$ cat src/rtl/core_fifo_pkg.sv
// Shared instruction-queue definitions, reused by the arbiter and the hazard-compare logic.
package core_fifo_pkg;

    localparam int INSTR_W = 32;

    // Instruction field positions decoded by the arbiter and hazard logic
    localparam int FORCE_BIT    = 28;
    localparam int CORE_SEL_BIT = 27;
    localparam int SRC_IS_MEM   = 23;
    localparam int DST_IS_MEM   = 22;

    typedef logic [INSTR_W-1:0] instr_t;

    function automatic logic is_forced(instr_t instr);
        return instr[FORCE_BIT];
    endfunction

endpackage

$ cat src/rtl/fifo_ptr_ctrl.sv
// Pointer/occupancy control for core_instr_fifo: read/write pointers, count, flags and enables.
// Handshake: a push fires on push_valid && !full; a pop fires on pop_ready && !empty; flush overrides both.
module fifo_ptr_ctrl #(
    parameter  int DEPTH        = 8,
    parameter  int AFULL_THRESH = 6,
    localparam int PW           = $clog2(DEPTH),
    localparam int CW           = $clog2(DEPTH + 1)
) (
    input  logic          clk,
    input  logic          reset,
    input  logic          flush,
    input  logic          push_valid,
    input  logic          pop_ready,
    input  logic          bypass_take,
    output logic          wr_en,
    output logic          rd_en,
    output logic [PW-1:0] wr_ptr,
    output logic [PW-1:0] rd_ptr,
    output logic [CW-1:0] count,
    output logic          full,
    output logic          empty,
    output logic          almost_full,
    output logic          overflow
);

    assign full        = (count == CW'(DEPTH));
    assign empty       = (count == '0);
    assign almost_full = (count >= CW'(AFULL_THRESH));

    // A bypassed word is consumed straight from the input and never occupies storage
    assign wr_en = push_valid && !full && !flush && !bypass_take;
    assign rd_en = pop_ready && !empty && !flush;

    always_ff @(posedge clk or posedge reset) begin
        if (reset) begin
            wr_ptr   <= '0;
            rd_ptr   <= '0;
            count    <= '0;
            overflow <= 1'b0;
        end else if (flush) begin
            wr_ptr   <= '0;
            rd_ptr   <= '0;
            count    <= '0;
            overflow <= 1'b0;
        end else begin
            if (wr_en) wr_ptr <= wr_ptr + PW'(1);
            if (rd_en) rd_ptr <= rd_ptr + PW'(1);
            count <= count + CW'(wr_en) - CW'(rd_en);
            if (push_valid && full) overflow <= 1'b1;
        end
    end

endmodule

$ cat src/rtl/core_instr_fifo.sv
// Per-core instruction queue with FWFT pop port and oldest-first snapshot for hazard compare.
// Optional same-cycle empty bypass is enabled by defining CORE_FIFO_BYPASS_EN.
module core_instr_fifo #(
    parameter  int DEPTH        = 8,
    parameter  int INSTR_W      = 32,
    parameter  int AFULL_THRESH = 6,
    localparam int PW           = $clog2(DEPTH),
    localparam int CW           = $clog2(DEPTH + 1)
) (
    input  logic                     clk,
    input  logic                     reset,
    input  logic                     flush,
    input  logic                     push_valid,
    input  logic [INSTR_W-1:0]       push_data,
    output logic                     push_ready,
    output logic                     pop_valid,
    output logic [INSTR_W-1:0]       pop_data,
    input  logic                     pop_ready,
    output logic [CW-1:0]            count,
    output logic                     almost_full,
    output logic                     overflow,
    output logic [DEPTH*INSTR_W-1:0] snap_data,
    output logic [DEPTH-1:0]         snap_valid
);

    import core_fifo_pkg::*;

    logic          wr_en;
    logic          rd_en;
    logic [PW-1:0] wr_ptr;
    logic [PW-1:0] rd_ptr;
    logic          full;
    logic          empty;
    logic          bypass_act;
    logic          bypass_take;

    logic [INSTR_W-1:0] mem [DEPTH];

`ifdef CORE_FIFO_BYPASS_EN
    assign bypass_act  = empty && push_valid && !flush;
    assign bypass_take = bypass_act && pop_ready;
`else
    assign bypass_act  = 1'b0;
    assign bypass_take = 1'b0;
`endif

    fifo_ptr_ctrl #(
        .DEPTH        (DEPTH),
        .AFULL_THRESH (AFULL_THRESH)
    ) u_ptr_ctrl (
        .clk          (clk),
        .reset        (reset),
        .flush        (flush),
        .push_valid   (push_valid),
        .pop_ready    (pop_ready),
        .bypass_take  (bypass_take),
        .wr_en        (wr_en),
        .rd_en        (rd_en),
        .wr_ptr       (wr_ptr),
        .rd_ptr       (rd_ptr),
        .count        (count),
        .full         (full),
        .empty        (empty),
        .almost_full  (almost_full),
        .overflow     (overflow)
    );

    // Storage is deliberately not reset; every read path is masked by occupancy
    always_ff @(posedge clk) begin
        if (wr_en) mem[wr_ptr] <= push_data;
    end

    assign push_ready = !full;
    assign pop_valid  = !empty || bypass_act;
    assign pop_data   = !empty    ? mem[rd_ptr] :
                        bypass_act ? push_data  : '0;

    for (genvar i = 0; i < DEPTH; i++) begin : g_snap
        logic [PW-1:0] idx;
        assign idx = rd_ptr + PW'(i);
        assign snap_valid[i] = (CW'(i) < count);
        assign snap_data[i*INSTR_W +: INSTR_W] = snap_valid[i] ? mem[idx] : '0;
    end

endmodule

$ cat config.mk
export PLATFORM = sky130hd
export DESIGN_NAME = core_instr_fifo
export DESIGN_NICKNAME = d
export VERILOG_FILES = /design/src/rtl/core_fifo_pkg.sv /design/src/rtl/fifo_ptr_ctrl.sv /design/src/rtl/core_instr_fifo.sv
export SDC_FILE = /design/constraint.sdc
export NUM_CORES = 1
export LEC_CHECK = 0
export CORE_MARGIN = 3
export CORE_UTILIZATION = 53
export CTS_BUF_LIST = sky130_fd_sc_hd__clkbuf_16
export DETAILED_ROUTE_END_ITERATION = 10
export HOLD_SLACK_MARGIN = 0.1
export PLACE_DENSITY = 0.81
export SYNTH_ARGS = -nofsm -noshare
export SYNTH_HDL_FRONTEND = slang
export SYNTH_SLANG_ARGS = --single-unit
$ cat constraint.sdc
create_clock -name clk -period 6.35 [get_ports clk]
set_input_delay 1.27 -clock clk [delete_from_list [all_inputs] [get_ports clk]]
set_output_delay 1.27 -clock clk [all_outputs]
set_load 0.05 [all_outputs]
### Yosys cells after proc, flatten, opt, wreduce, memory -nomap -nowiden

Memories as Yosys holds them, arrays and structs flattened.
Index checks and enable logic that the tools add are counted.

* $add $sub $neg: 10
* magnitude comparators: 9
* equal/unequal tests: 1
* reductions and logical operators: 12
* multiplexer cells: 18

Operators with widths (number)
* 32-bit 2-to-1 mux: 9
* 3-bit by 4-bit < comparator with 1-bit output, first input constant: 4
* 3-bit adder, second input constant: 4
* 3-bit 2-to-1 mux: 4
* 1-bit by 4-bit < comparator with 1-bit output, first input constant: 2
* 2-bit by 4-bit < comparator with 1-bit output, first input constant: 2
* 3-bit by 1-bit adder with 3-bit output, second input constant: 2
* 3-bit by 2-bit adder with 3-bit output, second input constant: 2
* 2-bit nonzero test: 3
* 1-bit logical AND: 5
* 4-bit by 1-bit adder with 4-bit output: 1
* 4-bit == test, second input constant: 1
* 4-bit by 3-bit greater-or-equal comparator with 1-bit output, second input constant: 1
* 4-bit logical NOT: 1
* 1-bit 2-to-1 mux: 4
* 4-bit 2-to-1 mux: 1
* 4-bit by 1-bit subtractor with 4-bit output: 1
* 1-bit logical NOT: 3

* input bits: 37
* bits in registers: 11
* memories kept: 1
* word-level logic and storage cells: 55
* output and inout bits: 304
* bits in writable memories: 256

Memory list
* mem: words 8, width 32, rd ports 8, clocked after memory_dff 0, wr ports 1, line core_instr_fifo.sv:37 `logic [INSTR_W-1:0] mem [DEPTH];`

### Longest topological paths before layout

Gate-level depths: netlist of run 1.

* depth in word-level cells: 7
* depth in mapped cells: 11
* mapped depth without buffers: 10

### By module

A second synthesis of run 1 with hierarchy kept.

* cell total of the unflattened synthesis: 1349
* area, all modules: 17366.7 µm²

By module, submodules not included
* core_instr_fifo: area each 16677.2 µm², sequential area each 7687.4 µm², cells an instance 1282, times used 1
* fifo_ptr_ctrl: area each 689.4 µm², sequential area each 275.3 µm², cells an instance 67, times used 1

### Least setup slack after synthesis of run 1

Ideal clock, no wire load.

* path kind: input to register
* start: input push_valid
* end: memory mem[0][0] (enable)
* stages on the path: 4
* path buffers: 1
* path slack: 971 ps
* data required time: 5849 ps
* library setup time: 501 ps
* arrival: 4878 ps
* path through: inv_1 or3_1 clkbuf_1 nor4_1

* cells in the longest elaborated chain, start to end: 4

Ends and longest elaborated chain
* start: declaration: line core_instr_fifo.sv:13 `input logic push_valid,`
* 1-bit logical AND (2 in series): line fifo_ptr_ctrl.sv:31 `assign wr_en = push_valid && !full && !flush && !bypass_take;`
* 1-bit 2-to-1 mux: line core_instr_fifo.sv:70 `if (wr_en) mem[wr_ptr] <= push_data;`
* 1-bit 2-to-1 mux (not written as such): line core_instr_fifo.sv:70
* end: declaration: line core_instr_fifo.sv:37

Every way passes these cells.

### Worst setup path in the final report of run 1

* start: register u_ptr_ctrl.count[3]
* end: output snap_data[40]

* cells in the longest elaborated chain, start to end: 2

Ends and longest elaborated chain
* start: declaration: line fifo_ptr_ctrl.sv:19 `output logic [CW-1:0] count,`
* start signal: assignment: line fifo_ptr_ctrl.sv:48 `count <= count + CW'(wr_en) - CW'(rd_en);`
* 1-bit by 4-bit < comparator with 1-bit output: line core_instr_fifo.sv:81 `assign snap_valid[i] = (CW'(i) < count);`
* 32-bit 2-to-1 mux: line core_instr_fifo.sv:82 `assign snap_data[i*INSTR_W +: INSTR_W] = snap_valid[i] ? mem[idx] : '0;`
* end: declaration: line core_instr_fifo.sv:22 `output logic [DEPTH*INSTR_W-1:0] snap_data,`

Every way passes these cells.

==> metrics.md, run 1 <==
| Metric | Value |
|---|---|
| Final hold vios | 0 |
| DP HPWL | 36,740 µm |
| Sink Count | 267 |
| Buf/Inv on CP | 3 |
| CP peak stage delay | 840 ps |
| Post-synthesis mux area share | 33.10% |
| Final #Nets | 1,339 |
| Hold Path Class | reg2reg |
| Layout area overhead | 26.19% |
| Skew-Pair Late Insertion Delay | 550 ps |
| IO buf count | 340 |
| Crit. End Element | output pin |
| Synth top area share | 43.96% |
| Final min period | 5596 ps |
| Slew Viols, Final | 0 |
| Least-Margin Pin Slew | 1257 ps |
| Adder-cell share of the synthesized area | 0.8300% |
| Area leader, netlist | edfxtp_1 |
| Setup WS pre-CTS | 1388 ps |
| Unique cell type count in the Yosys netlist | 33 |
| Commonest non-fill, non-tap cell in the layout | clkdlybuf4s50_1 |
| Register area share after synthesis | 45.54% |
| CP max stage cell | clkdlybuf4s50_1 |
| Tcrit/Tclk final | 88.12% |
| CORE AREA | 32,040 µm² |
| Grt total ovfl | 0 |
| Cell area after synthesis | 17,490 µm² |
| Die width | 187.6 µm |
| Initial antenna violation count | 0 |
| DR iter-0 viols | 1,629 |
| Fmax | 0.1787 GHz |
| Number of cells produced by synthesis | 1,028 |
| Max-cap violations | 0 |
| CP Max Fanout | 21 |
| Synth warn | 0 |
| # Post-CTS Setup Buffers | 0 |
| # rows | 65 |
| Fill count | 2,172 |
| Relative max-transition margin | 15.92% |
| DP Area | 21,110 µm² |
| Unrepaired setup endpoints after global routing | false |
| Clk slew on worst S/H paths | 70 ps |
| Wire length of the first global-routing pass | 84,790 µm |
| Synth Area in Compound Gates | 13.66% |
| CTS Buf Count | 28 |
| CP delay by family, top | buffers and inverters |
| Run status | finished clean |
| Total track usage | 31.97% |
| Worst setup SP type | flip-flop |
| Initial Util | 54.57% |
| Vias in the first global route | 13,230 |
| Via count | 13,220 |
| Crit Path Class | reg2out |
| Setup WS post-layout | 754.2 ps |
| Design Area, Final | 22,070 µm² |
| Commonest non-fill, non-tap cells in the layout | clkdlybuf4s50_1, mux4_2, a22o_1, edfxtp_1, buf_4 |
| Setup TNS | 0 ps |
| Post-synthesis simple-gate area fraction | 1.417% |
| Xor and xnor fraction of the mapped netlist area | 0.3506% |
| Share of cells above drive strength 1 | 28.41% |
| Routed len/inst | 32.77 µm |
| CP Cell Sequence | inv_1, ha_1, nor2b_1, nor2_4, buf_4, a22o_1, clkdlybuf4s50_1 |
| CTS root buf | clkbuf_16 |
| CTS tree | built |
| Ports | 341 |
| DRT Pass-1 Iters | 5 |
| Main combinational cell family by area after synthesis | multiplexers |
| Max Buffers Root-to-Sink | 3 |
| Synthesized net count | 1,076 |
| Worst EP required | 5080 ps |
| # setup viols final | 0 |
| Post-CTS sizing | 0 |
| WP data arrival | 4330 ps |
| DRC | 0 |
| Seq cells post-synth | 267 |
| Cts hold-fix bufs | 0 |
| Final clock skew | 8.067 ps |
| Die area | 35,210 µm² |
| Vias per cell | 7.559 |
| Routed WL | 57,310 µm |
| Syn_area_per_cell | 17.01 µm² |
| Area contributors post-synth | edfxtp_1, mux4_2, a22o_1 |
| Htree depth | 1 |
| Height of the die | 187.6 µm |
| Final ANT Viol Nets | 0 |
| FF-to-FF setup slack | 2650 ps |
| Largest net degree at the start of global routing | 130 |
| Gpl congestion | 0.8319 |
## cell families (layout without fill, tap and decap cells)
logic type / Yosys count / in the layout
adder cells (fa/ha/maj): 11 / 11
AND/OR/NAND/NOR: 47 / 47
AO/OA/AOI/OAI: 278 / 278
XOR/XNOR: 7 / 7
multiplexers: 258 / 258
other: 0 / 1
buffers and inverters: 160 / 445
flip-flops: 267 / 267
## worst min-delay path, cell delays in order (launching register included)
cell and delay [ps]:
dfrtp_1 420, a21oi_1 60, nor2_1 90
## synth_stat cells, drive strengths merged
library cell	n
o21ai	4
inv	15
nor3b	2
ha	10
xnor2	4
a21o	1
nand3	4
xor2	3
nor2b	6
or3	2
clkbuf	43
nor4	1
fa	1
a31o	1
mux2	2
nand2	3
dfrtp	11
a211oi	4
mux4	256
nor3	7
nor2	17
nand4b	1
buf	102
a21oi	12
edfxtp	256
a22o	256
nand4	1
nand2b	3
## routing by layer
layer / up-vias / GRT usage, % / wire, µm
met4: 0 / 12.50 / 2827
met1: 6664 / 41.69 / 19050
li1: 5099 / - / -
met5: - / 0 / 0
met2: 1251 / 52.58 / 27710
met3: 207 / 7.646 / 7719
## registers in the layout, indices dropped and copies added (netlist names)
name	flops
u_ptr_ctrl.rd_ptr	3
u_ptr_ctrl.count	4
mem	256
u_ptr_ctrl.wr_ptr	3
u_ptr_ctrl.overflow	1
## metrics by stage
step / hold slack, ps / cells / utilization [%]
after CTS: 604.9 / 1748 / 68.86
after global routing: 653.2 / 1748 / 68.86
final: 614.4 / 1749 / 68.86
after detailed placement: 587.2 / 1696 / 65.89
after global placement: 533.8 / 1696 / 65.89
after floorplan: 592.9 / 1028 / -
## worst paths after layout
check | from | endpoint | cells past startpoint
min | u_ptr_ctrl.overflow | u_ptr_ctrl.overflow | 2
max in group asynchronous | reset | u_ptr_ctrl.rd_ptr[1] | 2
max | u_ptr_ctrl.count[3] | snap_data[40] | 7
min in group asynchronous | reset | u_ptr_ctrl.wr_ptr[1] | 2
min reg2reg | u_ptr_ctrl.overflow | u_ptr_ctrl.overflow | 2
max reg2reg | u_ptr_ctrl.count[3] | u_ptr_ctrl.count[3] | 10
## final cells by class
cell class / count / area, µm² / area share [%]
clock buffer: 29 / 725.7 / 3.289
multi-input combinational: 601 / 8816 / 39.95
antenna: 1 / 2.502 / 0.01134
tap: 435 / 544.3 / 2.467
inverter: 15 / 56.30 / 0.2552
sequential: 267 / 7970 / 36.12
clock inverter: 23 / 225.2 / 1.021
timing repair buffer: 378 / 3726 / 16.89
Power of run 1 is not shown: default switching activity piles up to over one toggle a cycle in this logic, so the estimate is an artifact.
==> run 2, diff against run 1 <==
--- a/config.mk
+++ b/config.mk
@@ -6,11 +6,11 @@
 export NUM_CORES = 1
 export LEC_CHECK = 0
 export CORE_MARGIN = 3
-export CORE_UTILIZATION = 53
+export CORE_UTILIZATION = 57
 export CTS_BUF_LIST = sky130_fd_sc_hd__clkbuf_16
 export DETAILED_ROUTE_END_ITERATION = 10
 export HOLD_SLACK_MARGIN = 0.1
-export PLACE_DENSITY = 0.81
+export PLACE_DENSITY = 0.87
 export SYNTH_ARGS = -nofsm -noshare
 export SYNTH_HDL_FRONTEND = slang
 export SYNTH_SLANG_ARGS = --single-unit
==> constraint.sdc (replaced) <==
create_clock -name clk -period 6.5 [get_ports clk]
set_input_delay 1.3 -clock clk [delete_from_list [all_inputs] [get_ports clk]]
set_output_delay 1.3 -clock clk [all_outputs]
set_load 0.05 [all_outputs]
==> run 2 against run 1 <==
Global-route usage up 1.3 points. Via count grew 0.15%. First-iteration DRC count increased by 9.0%. Largest cell class unchanged. Highest routed layer is now met5.
==> metrics.md, run 2 (synthesis results as in run 1) <==
| Metric | Value |
|---|---|
| Register area | 7970 µm² (unchanged) |
| IO buf count | 340 (unchanged) |
| Routed len/inst | 33.19 µm (+1.3%) |
| Final hold slack | 504.7 ps (-109.7 ps) |
| Ports | 341 (unchanged) |
| CP max stage cell | a211oi_4 |
| DP HPWL | 35,820 µm (-2.5%) |
| Die width | 181.2 µm (-3.5%) |
| CTS Buf Count | 29 (+3.6%) |
| Multi-input gate area | 8816 µm² (unchanged) |
| Worst EP required | 5200 ps (+120 ps) |
| # Post-CTS Setup Buffers | 0 (unchanged) |
| Via count | 13,240 (+0.15%) |
| Hold Path Class | reg2reg |
| DRC | 0 (unchanged) |
| DRT Pass-1 Iters | 5 (unchanged) |
| Die area | 32,820 µm² (-6.8%) |
| Crit Path Class | reg2out |
| Routed WL | 56,250 µm (-1.8%) |
| Grt total ovfl | 0 (unchanged) |
| CP peak stage delay | 1130 ps (+290 ps) |
| WP data arrival | 4420 ps (+90 ps) |
| Total track usage | 33.27% (+1.3 points) |
| Cts hold-fix bufs | 0 (unchanged) |
| Top flop regs | mem (256), u_ptr_ctrl.count (4) |
| CTS tree | built |
| CP delay by family, top | buffers and inverters |
| Htree depth | 1 (unchanged) |
| Largest reg by FF count | mem |
| Buf/Inv on CP | 3 (unchanged) |
| Initial Util | 58.38% (+3.8 points) |
| Largest net degree at the start of global routing | 146 (+12%) |
| Post-CTS sizing | 0 (unchanged) |
| Relative max-transition margin | 17.23% (+1.3 points) |
| CTS root buf | clkbuf_16 |
| Setup TNS | 0 ps (unchanged) |
| Sink Count | 267 (unchanged) |
| CP Cell Sequence | inv_1, ha_1, a211oi_4, buf_4, a22o_1, clkdlybuf4s50_1 |
| Placed insts | 1,643 (-3.1%) |
| Least-Margin Pin Slew | 1239 ps (-18.46 ps) |
| Worst setup SP type | flip-flop |
| Final clock skew | 10.71 ps (+2.638 ps) |
| Unrepaired setup endpoints after global routing | false |
| Vias per cell | 7.812 (+3.3%) |
| Final #Nets | 1,332 (-0.52%) |
| DR iter-0 viols | 1,775 (+9.0%) |
| Clk slew on worst S/H paths | 60 ps (about the same) |
| Commonest non-fill, non-tap cells in the layout | clkdlybuf4s50_1, mux4_2, a22o_1, edfxtp_1, clkbuf_16 |
| Commonest non-fill, non-tap cell in the layout | clkdlybuf4s50_1 |
| Layout area overhead | 25.59% |
| Final hold vios | 0 (unchanged) |
| Max Buffers Root-to-Sink | 3 (unchanged) |
| Run status | finished clean |
| CP Max Fanout | 18 (-14%) |
| Crit. End Element | output pin |
| Gpl congestion | 0.8601 (+3.4%) |
| Non-Filler Instances | 1,695 (-3.1%) |
| Post-layout util | 73.32% (+4.5 points) |
| Vias in the first global route | 13,270 (+0.30%) |
| Wire length of the first global-routing pass | 83,080 µm (-2.0%) |
| Share of cells above drive strength 1 | 27.38% (-1.0 points) |
| Skew-Pair Late Insertion Delay | 530 ps (-20 ps) |
| CORE AREA | 29,950 µm² (-6.5%) |
| Height of the die | 181.2 µm (-3.5%) |
| Initial antenna violation count | 2 (+2) |
| Final min period | 5717 ps |
| # rows | 63 (-3.1%) |
| # setup viols final | 0 (unchanged) |
| Fmax | 0.1749 GHz |
| Slew Viols, Final | 0 (unchanged) |
| Fill count | 1,783 (-18%) |
| Final ANT Viol Nets | 0 (unchanged) |
| Max reg flops | 256 (unchanged) |
| Tcrit/Tclk final | 87.95% |
| Max-cap violations | 0 (unchanged) |
[run 2: changes by cell type in the layout (fill, tap and decap cells not counted)]
cell | before | now
clkinv_4 | 1 | 0
buf_12 | 3 | 4
clkinvlp_4 | 2 | 0
clkinv_1 | 4 | 6
inv_1 | 16 | 21
bufinv_16 | 4 | 5
inv_6 | 2 | 1
buf_4 | 35 | 26
clkinv_2 | 9 | 4
[run 2: per-stage QoR]
step	cell area [µm²]	worst slack, ps
after floorplan	17490	1091
after CTS	21960	894.0
final	21960	783.3
after global placement	21010	1552
after detailed placement	21010	1482
after global routing	21960	734.9
[run 2: area by class of cell]
type	count	share of cell area (%)
repair buffers	370	16.75
well taps	390	2.222
clock inverters	22	1.020
diodes	1	0.01139
multi-input cells	601	40.14
inverters	15	0.2564
flip-flops and latches	267	36.29
clock buffers	29	3.304
[run 2: per-layer routing]
metal / wire (µm) / GRT usage, %
met4: 2919 / 15.66
met5: 9 / 0
met3: 7461 / 7.530
met2: 27660 / 54.48
met1: 18210 / 42.76
[run 2: worst paths after layout]
kind	from	to	slack (ps)	cells past startpoint
worst max-delay path	u_ptr_ctrl.count[3]	snap_data[143]	780	6
worst min-delay path	u_ptr_ctrl.overflow	u_ptr_ctrl.overflow	500	2
worst max register to register	u_ptr_ctrl.count[3]	u_ptr_ctrl.count[3]	2720	10
worst min register to register	u_ptr_ctrl.overflow	u_ptr_ctrl.overflow	500	2
max in group asynchronous	reset	u_ptr_ctrl.rd_ptr[1]	5010	2
min in group asynchronous	reset	u_ptr_ctrl.overflow	1110	2
[run 2: worst reg2reg max path, cell delays in order, from the launching register on]
cell and delay [ps]:
dfrtp_1 430, inv_1 220, ha_1 1020, nor3b_2 640, nor3_1 120, ha_1 300
inv_1 40, ha_1 200, a21o_1 180, a21oi_1 160, mux2_2 360
Power of run 2 is left out for the same reason.
==> variant, RTL diff (config.mk and constraints of run 2) <==
Put a register stage on the output `count`, without a reset. The value now appears one clock later. The other outputs are not delayed to match.
--- a/src/rtl/core_instr_fifo.sv
+++ b/src/rtl/core_instr_fifo.sv
@@ -25,4 +25,6 @@
 
     import core_fifo_pkg::*;
+
+    logic [CW-1:0] count_d;
 
     logic          wr_en;
@@ -59,5 +61,5 @@
         .wr_ptr       (wr_ptr),
         .rd_ptr       (rd_ptr),
-        .count        (count),
+        .count        (count_d),
         .full         (full),
         .empty        (empty),
@@ -79,6 +81,10 @@
         logic [PW-1:0] idx;
         assign idx = rd_ptr + PW'(i);
-        assign snap_valid[i] = (CW'(i) < count);
+        assign snap_valid[i] = (CW'(i) < count_d);
         assign snap_data[i*INSTR_W +: INSTR_W] = snap_valid[i] ? mem[idx] : '0;
+    end
+
+    always_ff @(posedge clk) begin
+        count <= count_d;
     end
 
Function: changed (Yosys sat finds a counterexample within 4 cycles, from zero or initial values and one cycle with reset high).
==> variant against run 2 <==
Synthesized cell count up 0.39%; sequential cell count up 4; non-clock buffer count up 2; worst setup slack worse by 0.092 ns; register-to-register slack better by 0.08 ns; design area up 0.54%; wire length down 0.15%; area after synthesis up 0.67%; hold slack worse by 0.091 ns.
Power is not shown: default switching activity piles up to over one toggle a cycle in this logic, so the estimate is an artifact.
==> variant: results (changes against run 2) <==
grt.total_usage_pct: 33.2  # was 33.3%
insertion_delay_ns: 0.55  # was 0.53 ns
n_all_buffers: 372  # was 370
clk_share_pct: 4.36  # was 4.32%
grt_pass1_wl_mm: 83.0  # was 83.1 mm
syn_area_sq_um: 17600  # was 17500 sq um
cp-startpoint: "u_ptr_ctrl.rd_ptr[1]$_DFFE_PP0P_"  # was u_ptr_ctrl.count[3]$_DFF_PP0_
yosys-top-cells-area: "edfxtp_1 44%, mux4_2 33%, a22o_1 13%"  # unchanged
reg_top3: "mem (256), count (4), u_ptr_ctrl.count (4)"  # was mem (256), u_ptr_ctrl.count (4)
antenna_found_initial: 1  # was 2
grt_util_met1_pct: 43.2  # was 42.8%
layout.nonclk_buf_share_pct: 16.7  # was 16.8%
worstPathMaxFanout: 61  # was 18
rrSetupSlack_ns: 2.80  # was 2.72 ns
hold_slack_ns: 0.414  # was 0.505 ns
multi_input_area_sq_um: 8830  # was 8820 sq um
nMultiInputCombCells: 602  # was 601
slowest_delay_ns: 1.01  # was 1.13 ns
avgViaCountPerCell: 7.79  # was 7.81
drive_gt1_share_pct: 27.7  # was 27.4%
layout.nets: 1339  # was 1332
antenna_cells: 0  # was 1
synth_nets: 1080  # was 1076
critical-path-slowest-cell: "dfrtp_4"  # was a211oi_4
dp_slack_ns: 1.35  # was 1.48 ns
status: "finished clean"  # unchanged
ys_seq_area_share_pct: 45.7  # was 45.5%
n_fill_cell: 1807  # was 1783
dpl-instance-area_sq_um: 21100  # was 21000 sq um
place_hpwl_mm: 36.9  # was 35.8 mm
hp-start: "u_ptr_ctrl.count[2]$_DFF_PP0_"  # was u_ptr_ctrl.overflow$_DFFE_PP0P_
grt_start_max_net_pins: 125  # was 146
clock-sinks: 271  # was 267
grt_pass1_vias: 13300  # about the same
gp_congestion: 0.886  # was 0.860
grt_util_met2_pct: 53.5  # was 54.5%
routed_wirelength_mm: 56.2  # was 56.3 mm
syn_to_final_growth_pct: 25.4  # was 25.6%
avgSynthCellArea_sq_um: 17.1  # was 17.0 sq um
variant: cell types whose count changed after synthesis, moves of 3 or more:
cell,delta
buf_2,+3
clkbuf_1,-5
nor3_1,-3
buf_6,+9
dfxtp_1,+4
buf_4,-8
nor2_1,+3
variant: worst reg2reg max path: cells and delay by family (launching register included):
kind	cells	cell delay, ns
DFF	1	0.42
and+or+nand+nor	2	0.77
muxes	1	0.35
AOI/OAI and AO/OA	2	0.37
buffers and inverters	2	0.28
adders and majority gates	3	1.41
variant: kinds of logic after synthesis:
logic type | after synthesis | synth area share [%]
compound gates | 278 | 13.5
xor+xnor | 7 | 0.348
simple gates | 48 | 1.44
buf+inv | 159 | 5.29
mux | 258 | 32.9
flops | 271 | 45.7
fa+ha+maj | 11 | 0.824
variant: per-layer routing:
layer,wire length [um],vias up
met5,14,-
met4,2790,2
met3,7430,218
met2,27500,1249
met1,18400,6691
li1,-,5091
